**src/rtl/reg_serializer.sv**
```systemverilog
// Parallel-in, serial-out transmitter: accepts a WIDTH-bit word on a valid/ready
// load port and shifts it out LSB-first under downstream backpressure.
module reg_serializer #(
    parameter int WIDTH = 64
) (
    input  logic             clk,
    input  logic             reset,
    input  logic             load_valid,
    output logic             load_ready,
    input  logic [WIDTH-1:0] data_in,
    output logic             ser_out,
    output logic             ser_valid,
    output logic             ser_last,
    input  logic             ser_ready,
    output logic             busy
);

    localparam int CW = (WIDTH > 1) ? $clog2(WIDTH) : 1;
    localparam logic [CW-1:0] CNT_LAST = CW'(WIDTH - 1);

    typedef enum logic [0:0] {
        IDLE  = 1'b0,
        SHIFT = 1'b1
    } state_t;

    state_t          state_r;
    state_t          state_s;
    logic [WIDTH-1:0] shadow_r;
    logic [WIDTH-1:0] shadow_s;
    logic [CW-1:0]    cnt_r;
    logic [CW-1:0]    cnt_s;
    logic             load_ready_r;
    logic             busy_r;
    logic             ser_out_r;
    logic             ser_valid_r;
    logic             ser_last_r;
    logic             ser_out_s;
    logic             ser_last_s;

    // Next-state logic; outputs are precomputed from next state so they leave flops.
    always_comb begin
        state_s  = state_r;
        shadow_s = shadow_r;
        cnt_s    = cnt_r;
        case (state_r)
            IDLE: begin
                if (load_valid) begin
                    state_s  = SHIFT;
                    shadow_s = data_in;
                    cnt_s    = {CW{1'b0}};
                end else begin
                    state_s = IDLE;
                end
            end
            SHIFT: begin
                if (ser_ready) begin
                    shadow_s = {1'b0, shadow_r[WIDTH-1:1]};
                    if (cnt_r == CNT_LAST) begin
                        state_s = IDLE;
                        cnt_s   = {CW{1'b0}};
                    end else begin
                        cnt_s = cnt_r + CW'(1);
                    end
                end else begin
                    state_s = SHIFT;
                end
            end
            default: begin
                state_s  = IDLE;
                shadow_s = {WIDTH{1'b0}};
                cnt_s    = {CW{1'b0}};
            end
        endcase
        ser_out_s  = (state_s == SHIFT) ? shadow_s[0] : 1'b0;
        ser_last_s = (state_s == SHIFT) && (cnt_s == CNT_LAST);
    end

    // State, datapath and output registers with asynchronous abort.
    always_ff @(posedge clk or negedge reset) begin
        if (!reset) begin
            state_r      <= IDLE;
            shadow_r     <= {WIDTH{1'b0}};
            cnt_r        <= {CW{1'b0}};
            load_ready_r <= 1'b1;
            busy_r       <= 1'b0;
            ser_out_r    <= 1'b0;
            ser_valid_r  <= 1'b0;
            ser_last_r   <= 1'b0;
        end else begin
            state_r      <= state_s;
            shadow_r     <= shadow_s;
            cnt_r        <= cnt_s;
            load_ready_r <= (state_s == IDLE);
            busy_r       <= (state_s == SHIFT);
            ser_out_r    <= ser_out_s;
            ser_valid_r  <= (state_s == SHIFT);
            ser_last_r   <= ser_last_s;
        end
    end

    assign load_ready = load_ready_r;
    assign busy       = busy_r;
    assign ser_out    = ser_out_r;
    assign ser_valid  = ser_valid_r;
    assign ser_last   = ser_last_r;

endmodule

```
**config.mk**
```make
export PLATFORM = sky130hd
export DESIGN_NAME = reg_serializer
export DESIGN_NICKNAME = d
export VERILOG_FILES = /design/src/rtl/reg_serializer.sv
export SDC_FILE = /design/constraint.sdc
export NUM_CORES = 1
export LEC_CHECK = 0
export CAP_MARGIN = 20
export CORE_MARGIN = 3
export CORE_UTILIZATION = 46
export DETAILED_ROUTE_END_ITERATION = 8
export DONT_BUFFER_PORTS = 1
export PLACE_DENSITY = 0.73
export SLEW_MARGIN = 20
export SYNTH_ARGS = -nofsm -noshare
export SYNTH_HDL_FRONTEND = slang
export SYNTH_SLANG_ARGS = --single-unit
```
**constraint.sdc**
```tcl
create_clock -name clk -period 1.4 [get_ports clk]
set_input_delay 0.28 -clock clk [delete_from_list [all_inputs] [get_ports clk]]
set_output_delay 0.28 -clock clk [all_outputs]
set_load 0.005 [all_outputs]
```
==> results of run 1 <==
## layout by cell type (no fill, tap or decap), types with 2 or more instances in the layout
cell and instances:
a22oi_1 62, o211ai_1 3, mux2i_1 2, dfrtp_1 72, bufinv_16 2, buf_12 4
nand2_1 129, clkbuf_8 9, a21oi_1 4, nand2_2 3, nor2_1 3, o21ai_0 2
nand3_1 4, nand4_1 2, buf_6 7, buf_4 13, clkbuf_16 2
## critical path: stages, from the launching register on
cell	delay [ps]
dfrtp_2	450
buf_4	180
nand2b_1	160
o211ai_1	140
a211oi_2	220
and4_1	210
## area by class of cell
| class | count | area [µm²] |
|---|---|---|
| repair buffers | 26 | 307 |
| inverters | 1 | 3.75 |
| multi-input cells | 232 | 1280 |
| fillers | 566 | 2780 |
| clock inverters | 5 | 81.3 |
| flip-flops and latches | 74 | 1850 |
| well taps | 77 | 96.3 |
| clock buffers | 9 | 124 |
## through the flow
step | cells | setup WS [ps]
after global routing | 424 | -98.8
after global placement | 402 | -29.4
after detailed placement | 402 | -74.8
after CTS | 418 | -44.3
final | 424 | -31.9
after floorplan | 331 | -85.9
## logic make-up after synthesis
group | share of synthesized area (%)
xor gates and xnor gates | 0.275
muxes | 1.06
DFF | 58.1
adders and majority gates | 0.393
AOI/OAI and AO/OA | 17.7
buffers and inverters | 3.49
and+or+nand+nor | 19.0
## worst paths after layout
kind	start	endpoint	slack, ps	cells past startpoint
max in group asynchronous	reset	load_ready	1590	0
min in group clk	data_in[27]	shadow_r[27]	60	2
worst min-delay path	reset	cnt_r[2]	-380	0
worst min register to register	shadow_r[48]	shadow_r[48]	480	2
worst max register to register	ser_valid	ser_last	-30	5
worst max-delay path	ser_valid	ser_last	-30	5
## routing by layer
layer  GRT usage (%)  share of wire, %  routed length (µm)
met4            6.90               1.3                  97
met2            26.3                46                3420
met5               0                 0                   0
met1            24.6                44                3250
met3            8.48               8.4                 624
## what timing repair did
action,in CTS,in global routing
buffers inserted,2,3
endpoints found under the setup margin,3,56
endpoints found under the hold margin,74,74
resized for setup,5,14
gates cloned,0,3
pin swaps,5,4
## power breakdown
| group | internal, mW | leakage (nW) | switching [mW] | total (mW) |
|---|---|---|---|---|
| combinational | 0.364 | 0.793 | 0.357 | 0.721 |
| clock | 0.983 | 0.101 | 0.757 | 1.74 |
| sequential | 2.43 | 0.979 | 0.199 | 2.63 |
## registers in the layout, indices dropped and copies added (netlist names)
name        flops
ser_last        1
load_ready      1
ser_valid       1
shadow_r       64
cnt_r           6
ser_out         1
==> impl_metrics.py, run 1 <==
metrics = {
    "sta": {
        "final_max_slew_viol_count": 0,
        "headroom_to_the_max_slew_limit_pct": 80.7,
        "report.final.hold_viol_count": 74,
        "worst-slew-pin-transition_ps": 289,
        "layout_worst_path_cycle_share_pct": 102,
        "postLayoutSetupSlackWorst_ps": -31.9,
        "report.final.setup_viol": 1,
        "fin_skew_ps": 7.32,
        "min_period_ps": 1430,
        "final.hold.worst_slack_ps": -377,
        "timing.setup.tns_ps": -31.9,
        "fmaxAchievable_mhz": 698,
        "rsz0062_at_grt": "yes",
    },
    "cts": {
        "cts_tree": "done",
        "clk_path_buf_depth": 2,
        "htree_levels": 3,
        "clock_insertion_delay_worst_skew_ps": 340,
        "tritoncts_num_sinks": 74,
        "cts_inserted_buffers": 9,
        "cts.clk_slew.worst_paths_ps": 80,
        "ctsRootBufferMaster": "clkbuf_8",
    },
    "run_status": {
        "violated_checks": "negative hold slack, negative setup slack",
        "status": "finished, violations left",
    },
    "grt": {
        "grt_start_max_net_pins": 75,
        "track_usage_pct": 18.4,
        "grt_first_pass_wirelength_um": 11200,
        "antenna_found_initial": 0,
        "number_of_global_route_vias_before_repair": 2350,
        "gr-total-overflow": 0,
    },
    "yosys": {
        "mappedNetlistArea_um2": 3190,
        "synth.largest_area_cell": "dfrtp_1",
        "synth.net_count": 400,
        "synthTopCellsByCount": "nand2_1, dfrtp_1, a22oi_1",
        "netlist_top_cells_area": "dfrtp_1, nand2_1, a22oi_1",
        "postSynth.asyncResetShare_pct": 100,
        "synth_seq_area_share_pct": 58.1,
        "synthDistinctLibCells": 31,
        "yosys.cell_count.top_type": "nand2_1",
        "average_size_of_a_mapped_cell_um2": 9.63,
        "yosys_warnings": 0,
        "synth_edf_count": 0,
        "post_synth_inst_count": 331,
        "synth-main-ff-cell": "dfrtp_1",
        "synth-seq-cells": 74,
        "yosys.area.top_type_share_pct": 57.3,
    },
    "routing": {
        "final_antenna_net_count": 0,
        "drc_errors": 0,
        "dr_vias": 2485,
        "wl_um": 7390,
        "violation_count_after_the_first_detailed_route_iteration": 188,
        "length_of_the_first_detailed_routing_pass_in_iterations": 4,
        "routed_via_density": 5.86,
        "wire_per_inst_um": 17.4,
    },
    "die": {
        "rows": 29,
        "die-area_um2": 7960,
        "fp.dieW_um": 89.2,
        "initial_core_util_pct": 48.8,
        "die-height_um": 89.2,
        "io_pins": 73,
        "floorplan.core_area_um2": 6530,
    },
    "setup_path": {
        "critPathArrivalTime_ps": 1710,
        "endpoint_kind": "register",
        "crit_path_max_fanout": 9,
        "critical_path_required_ps": 1670,
        "crit_path_start_kind": "register",
        "crit_type": "reg2reg",
    },
    "power": {
        "powerDensity_nw_per_um2": 1360,
        "ir_worst_vdd_mv": 0.925,
        "leakagePower_nw": 1.87,
        "power_mw": 5.09,
    },
    "flow_run": {
        "max_cap_viol_count": 0,
    },
    "placed_design": {
        "dpl-instance-area_um2": 3370,
        "port-buffer-count": 0,
        "dpl.hpwl_um": 4570,
        "globalplace.congestion": 0.865,
    },
    "cells_and_area": {
        "final_nets": 413,
        "antennaDiodeCount": 0,
        "layout.cell_area.non_filler_um2": 3750,
        "syn_to_final_growth_pct": 17.7,
        "post-route-util_pct": 57.4,
        "layout-drive-gt1-share_pct": 15.3,
    },
    "hold_path": {
        "timing.hold.worst.class": "in2async",
    },
}
Power figures use the tool's default switching activity.
==> inputs of run 2 (changes only) <==
REMOVE_ABC_BUFFERS = 1   (was default)
==> impl_metrics.py, run 2 (synthesis results as in run 1) <==
metrics = {
    "routing": {
        "routed_via_density": 5.85,
        "wire_per_inst_um": 18.9,
        "drc_errors": 0,
        "wl_um": 8260,
        "violation_count_after_the_first_detailed_route_iteration": 147,
        "final_antenna_net_count": 0,
        "dr_vias": 2562,
        "length_of_the_first_detailed_routing_pass_in_iterations": 5,
    },
    "setup_path": {
        "minimum_setup_slack_among_reg_to_reg_paths_ps": -30,
        "critical_path_required_ps": 1680,
        "critPathArrivalTime_ps": 1720,
        "number_of_buffer_and_inverter_instances_along_the_worst_setup_path": 0,
        "crit_type": "reg2reg",
        "crit_path_max_fanout": 2,
        "worst-r2r-cell-count": 5,
        "critical_path.max_stage_delay_ps": 360,
        "worst_r2r_startpoint": "cnt_r[0]",
        "reg2reg_to": "ser_last",
        "critPathTopFamily": "simple AND/OR/NAND/NOR gates",
        "crit_path_cell_trace": "ha_2, nand3_2, or3_4, a211oi_2, and4_1",
        "cpMaxStageDelayCell": "dfrtp_1",
        "crit_path_start_kind": "register",
        "endpoint_kind": "register",
    },
    "run_status": {
        "status": "finished, violations left",
        "violated_checks": "negative hold slack, negative setup slack",
    },
    "sta": {
        "worst-slew-pin-transition_ps": 260,
        "headroom_to_the_max_slew_limit_pct": 82.3,
        "fin_skew_ps": 9.98,
        "report.final.setup_viol": 3,
        "min_period_ps": 1430,
        "final_max_slew_viol_count": 0,
        "layout_worst_path_cycle_share_pct": 102,
        "final.hold.worst_slack_ps": -378,
        "rsz0062_at_grt": "yes",
        "report.final.hold_viol_count": 74,
        "fmaxAchievable_mhz": 698,
        "postLayoutSetupSlackWorst_ps": -32.5,
    },
    "cts": {
        "clk_path_buf_depth": 2,
        "clock_insertion_delay_worst_skew_ps": 350,
        "cts_tree": "done",
        "htree_levels": 3,
        "ctsRootBufferMaster": "clkbuf_8",
        "cts_inserted_buffers": 9,
        "tritoncts_num_sinks": 74,
        "cts.clk_slew.worst_paths_ps": 70,
    },
    "die": {
        "rows": 29,
        "fp.dieW_um": 89.2,
        "die-height_um": 89.2,
        "initial_core_util_pct": 48.8,
        "floorplan.core_area_um2": 6530,
        "io_pins": 73,
        "die-area_um2": 7960,
    },
    "placed_design": {
        "globalplace.congestion": 0.854,
        "port-buffer-count": 0,
        "dpl.hpwl_um": 4310,
    },
    "cells_and_area": {
        "layout_common_cells": "nand2_1, dfrtp_1, a22oi_1",
        "layout-drive-gt1-share_pct": 37.7,
        "final_nets": 425,
        "largest_register_ffs": 64,
        "reg_top3": "shadow_r: 64 flops, cnt_r: 6 flops",
        "syn_to_final_growth_pct": 32.5,
        "top_register": "shadow_r",
        "mostFrequentLayoutCell": "nand2_1",
        "antennaDiodeCount": 0,
    },
    "grt": {
        "grt_first_pass_wirelength_um": 11000,
        "grt_start_max_net_pins": 75,
        "number_of_global_route_vias_before_repair": 2372,
        "track_usage_pct": 18.0,
        "antenna_found_initial": 0,
        "gr-total-overflow": 0,
    },
    "power": {
        "power_mw": 5.37,
        "leakagePower_nw": 2.09,
        "powerDensity_nw_per_um2": 1270,
        "ir_worst_vdd_mv": 0.605,
    },
    "hold_path": {
        "timing.hold.worst.class": "in2async",
    },
    "flow_run": {
        "max_cap_viol_count": 0,
    },
}
[run 2: cell count changes in the layout (fill, tap and decap cells not counted), sizes merged]
cell / previous run / this run
clkbuf: 11 / 17
buf: 24 / 32
[run 2: metrics by stage]
step	TNS [ps]	area, µm²	worst slack (ps)	util, %	std cells
2_1_floorplan	-106420	3080	-1690	-	307
3_3_place_gp	0	3380	8.12	51.7	402
3_5_place_dp	-84.0	3380	-84.0	51.7	402
4_1_cts	-26.3	3620	-26.3	55.5	419
5_1_grt	-3590	4220	-117	64.7	438
6_report	-54.1	4220	-32.5	64.7	438
[run 2: area by class of cell]
type | instances | area [µm²]
Timing Repair Buffer | 38 | 478
Multi-Input combinational cell | 232 | 1570
Clock inverter | 5 | 77.6
Tap cell | 77 | 96.3
Clock buffer | 11 | 141
Sequential cell | 74 | 1850
Inverter | 1 | 3.75
Fill cell | 513 | 2310
[run 2: layer usage]
layer,vias up,GRT usage [%],wire length (µm)
met5,-,0,0
met4,0,9.34,147
met3,13,4.79,446
met2,76,28.6,4080
met1,1269,22.5,3590
li1,1204,-,-
[run 2: how the worst max path moves through the flow]
stage	endpoint	cells past startpoint	from
floorplan	shadow_r[63]	2	ser_valid
global placement	ser_last	5	cnt_r[0]
detailed placement	ser_last	5	cnt_r[0]
CTS	ser_last	5	cnt_r[0]
global route	ser_last	6	ser_valid
finish	ser_last	5	cnt_r[0]
[run 2: timing repair]
| action | 4_1_cts | 5_1_grt |
|---|---|---|
| gates cloned | 0 | 11 |
| pin swaps | 2 | 35 |
| gates resized for setup | 4 | 93 |
| hold endpoints to repair | 74 | 74 |
| buffers inserted | 1 | 8 |
| setup endpoints to repair | 2 | 65 |
[run 2: report_power, final]
| part | switching, mW | internal [mW] | total [mW] |
|---|---|---|---|
| sequential | 0.235 | 2.43 | 2.67 |
| combinational | 0.415 | 0.465 | 0.880 |
| clock | 0.777 | 1.05 | 1.82 |
| total | 1.43 | 3.94 | 5.37 |
==> RTL change, RTL diff (flow settings as in run 1) <==
The parameter `WIDTH` goes from 64 to 128.
--- a/src/rtl/reg_serializer.sv
+++ b/src/rtl/reg_serializer.sv
@@ -3,3 +3,3 @@
 module reg_serializer #(
-    parameter int WIDTH = 64
+    parameter int WIDTH = 128
 ) (
Ports: changed (resized data_in); port bits go from 73 to 137. No check against the original RTL was run, so the function may have changed too.
==> RTL change against run 1 <==
- area after synthesis grew 140%
- the flow still finishes with violations (negative hold slack, negative setup slack)
- highest routed layer unchanged
- critical path type unchanged
- global-route usage shrank 0.41 points
- power grew to 3.1 times the old value
- maximum frequency shrank 9.0%
- clock skew is essentially flat
- setup slack lost 0.14 ns
- sequential cell count grew 65
- largest power group unchanged
- non-clock buffer count shrank 2
- routed wire length grew 130%
- core utilization shrank 2.4 points
- largest cell class is now multi-input gates
- final area grew 140%
==> RTL change: results (changes against run 1) <==
routed length per instance=17.56 um (was 17.43 um); layout cells sized above 1=0.1377 (was 0.1527); Final GP Congestion=0.8112 (was 0.8650); net count after synthesis=892 (was 400); diode count=0 (unchanged); fin worst setup slack=-0.1727 ns (was -0.03193 ns); largest registers=shadow_r (128), cnt_r (7) (was shadow_r (64), cnt_r (6)); Nets=861 (was 413); mux share of post-synthesis cell area=0.1671 (was 0.01060); Seq/Total Area, Yosys=0.4499 (was 0.5815); Post-synth top cells=dfrtp_1, a211oi_1, mux2i_1, a21oi_1, nor2b_1 (was nand2_1, dfrtp_1, a22oi_1, clkbuf_1); worst reg2reg startpoint=cnt_r[1] (was ser_valid); outcome=finished with violations (unchanged); vias=5685 (was 2485); setup violators final=4 (was 1); placed insts=918 (was 402); initial DRC count=285 (was 188); routing usage on met2=0.3017 (was 0.2632); post-detail-place hpwl=9.536 mm (was 4.573 mm); met1 Use GR=0.2241 (was 0.2461); GR Util met3=0.05906 (was 0.08479); Fin Clk Skew=0.007484 ns (was 0.007321 ns); largest cells by area after synthesis=dfrtp_1, mux2i_1, a211oi_1, nor2b_1, a21oi_1 (was dfrtp_1, nand2_1, a22oi_1, clkbuf_1, dfstp_2); H-tree depth=4 (was 3); Lkg Pwr=3.733 nW (was 1.873 nW); CP Data Arrival Time=1.87 ns (was 1.71 ns); post-synthesis adder-cell area fraction=0.001618 (was 0.003926); Synth async-reset ratio=1.000 (unchanged); Max VDD drop=1.314 mV (was 0.9247 mV); Reg clk slew, reported paths=0.06 ns (was 0.08 ns); final hold vios=139 (was 74); met3 wire length=991 um (was 624 um); Root Buffer=clkbuf_16 (was clkbuf_8); Mapped Cells=759 (was 331); Synth Area in XOR/XNOR=0.005663 (was 0.002748); Cell variety after synth=31 (unchanged); GRT Total Usage=0.1803 (was 0.1843); number of global-route vias before repair=5557 (was 2350); Hold WS=-0.4343 ns (was -0.3773 ns); crit-path max FO=2 (was 9); first-pass GRT wire length=27.13 mm (was 11.22 mm); failing checks=negative hold slack, negative setup slack (unchanged); Synth Area in Compound Gates=0.2181 (was 0.1767); final wirelength=16.81 mm (was 7.392 mm); Max transition margin=0.6666 (was 0.8068); WL met2=8.276 mm (was 3.415 mm); pin count of the biggest net entering global routing=257 (was 75); total CTS buffers=17 (was 9)
## RTL change: cell types whose count changed after synthesis, sizes merged, moves of 4 or more
cell and change:
a22oi -61, a21oi +123, nand3 -4, xnor2 +4, nand2 -128, clkbuf +29
mux2i +125, dfrtp +65, nor2b +125, buf +21, a211oi +126
## RTL change: critical path, stage by stage, from the launching register on
cell	delay (ns)
dfrtp_1	0.40
ha_4	0.17
nand4_4	0.07
or3_4	0.38
a32o_2	0.27
and4b_1	0.18
## RTL change: worst max-delay path by stage
| stage | end | depth (start not counted) | slack (ns) | start |
|---|---|---|---|---|
| after floorplan | ser_last | 5 | -0.21 | cnt_r[0] |
| after global placement | ser_last | 5 | -0.08 | cnt_r[1] |
| after detailed placement | ser_last | 5 | -0.13 | cnt_r[0] |
| after CTS | ser_last | 5 | -0.14 | cnt_r[0] |
| after global routing | ser_last | 5 | -0.21 | cnt_r[0] |
| final | ser_last | 5 | -0.17 | cnt_r[1] |
## RTL change: where the power goes
group	switching, mW	internal, mW
clock network	1.70	3.36
logic	1.39	2.23
registers	1.31	5.75
## RTL change: final cells by class
type,instances,area (sq um)
Fill cell,1363,7271
Timing Repair Buffer,24,330.3
Clock inverter,10,185.2
Inverter,2,7.507
Multi-Input combinational cell,544,4139
Sequential cell,139,3486
Tap cell,216,270.3
Clock buffer,22,484.2
## RTL change: metrics by stage
stage          setup slack, ns  utilization  area [sq um]  setup TNS, ns
6_report               -0.1727       0.5504          8902        -0.2508
5_1_grt                -0.2131       0.5504          8902        -0.4673
4_1_cts                -0.1409       0.5363          8673        -0.2489
3_5_place_dp           -0.1299       0.4882          7896        -0.1299
3_3_place_gp          -0.08426       0.4882          7896       -0.08426
2_1_floorplan          -0.2053            -          7736        -0.2847
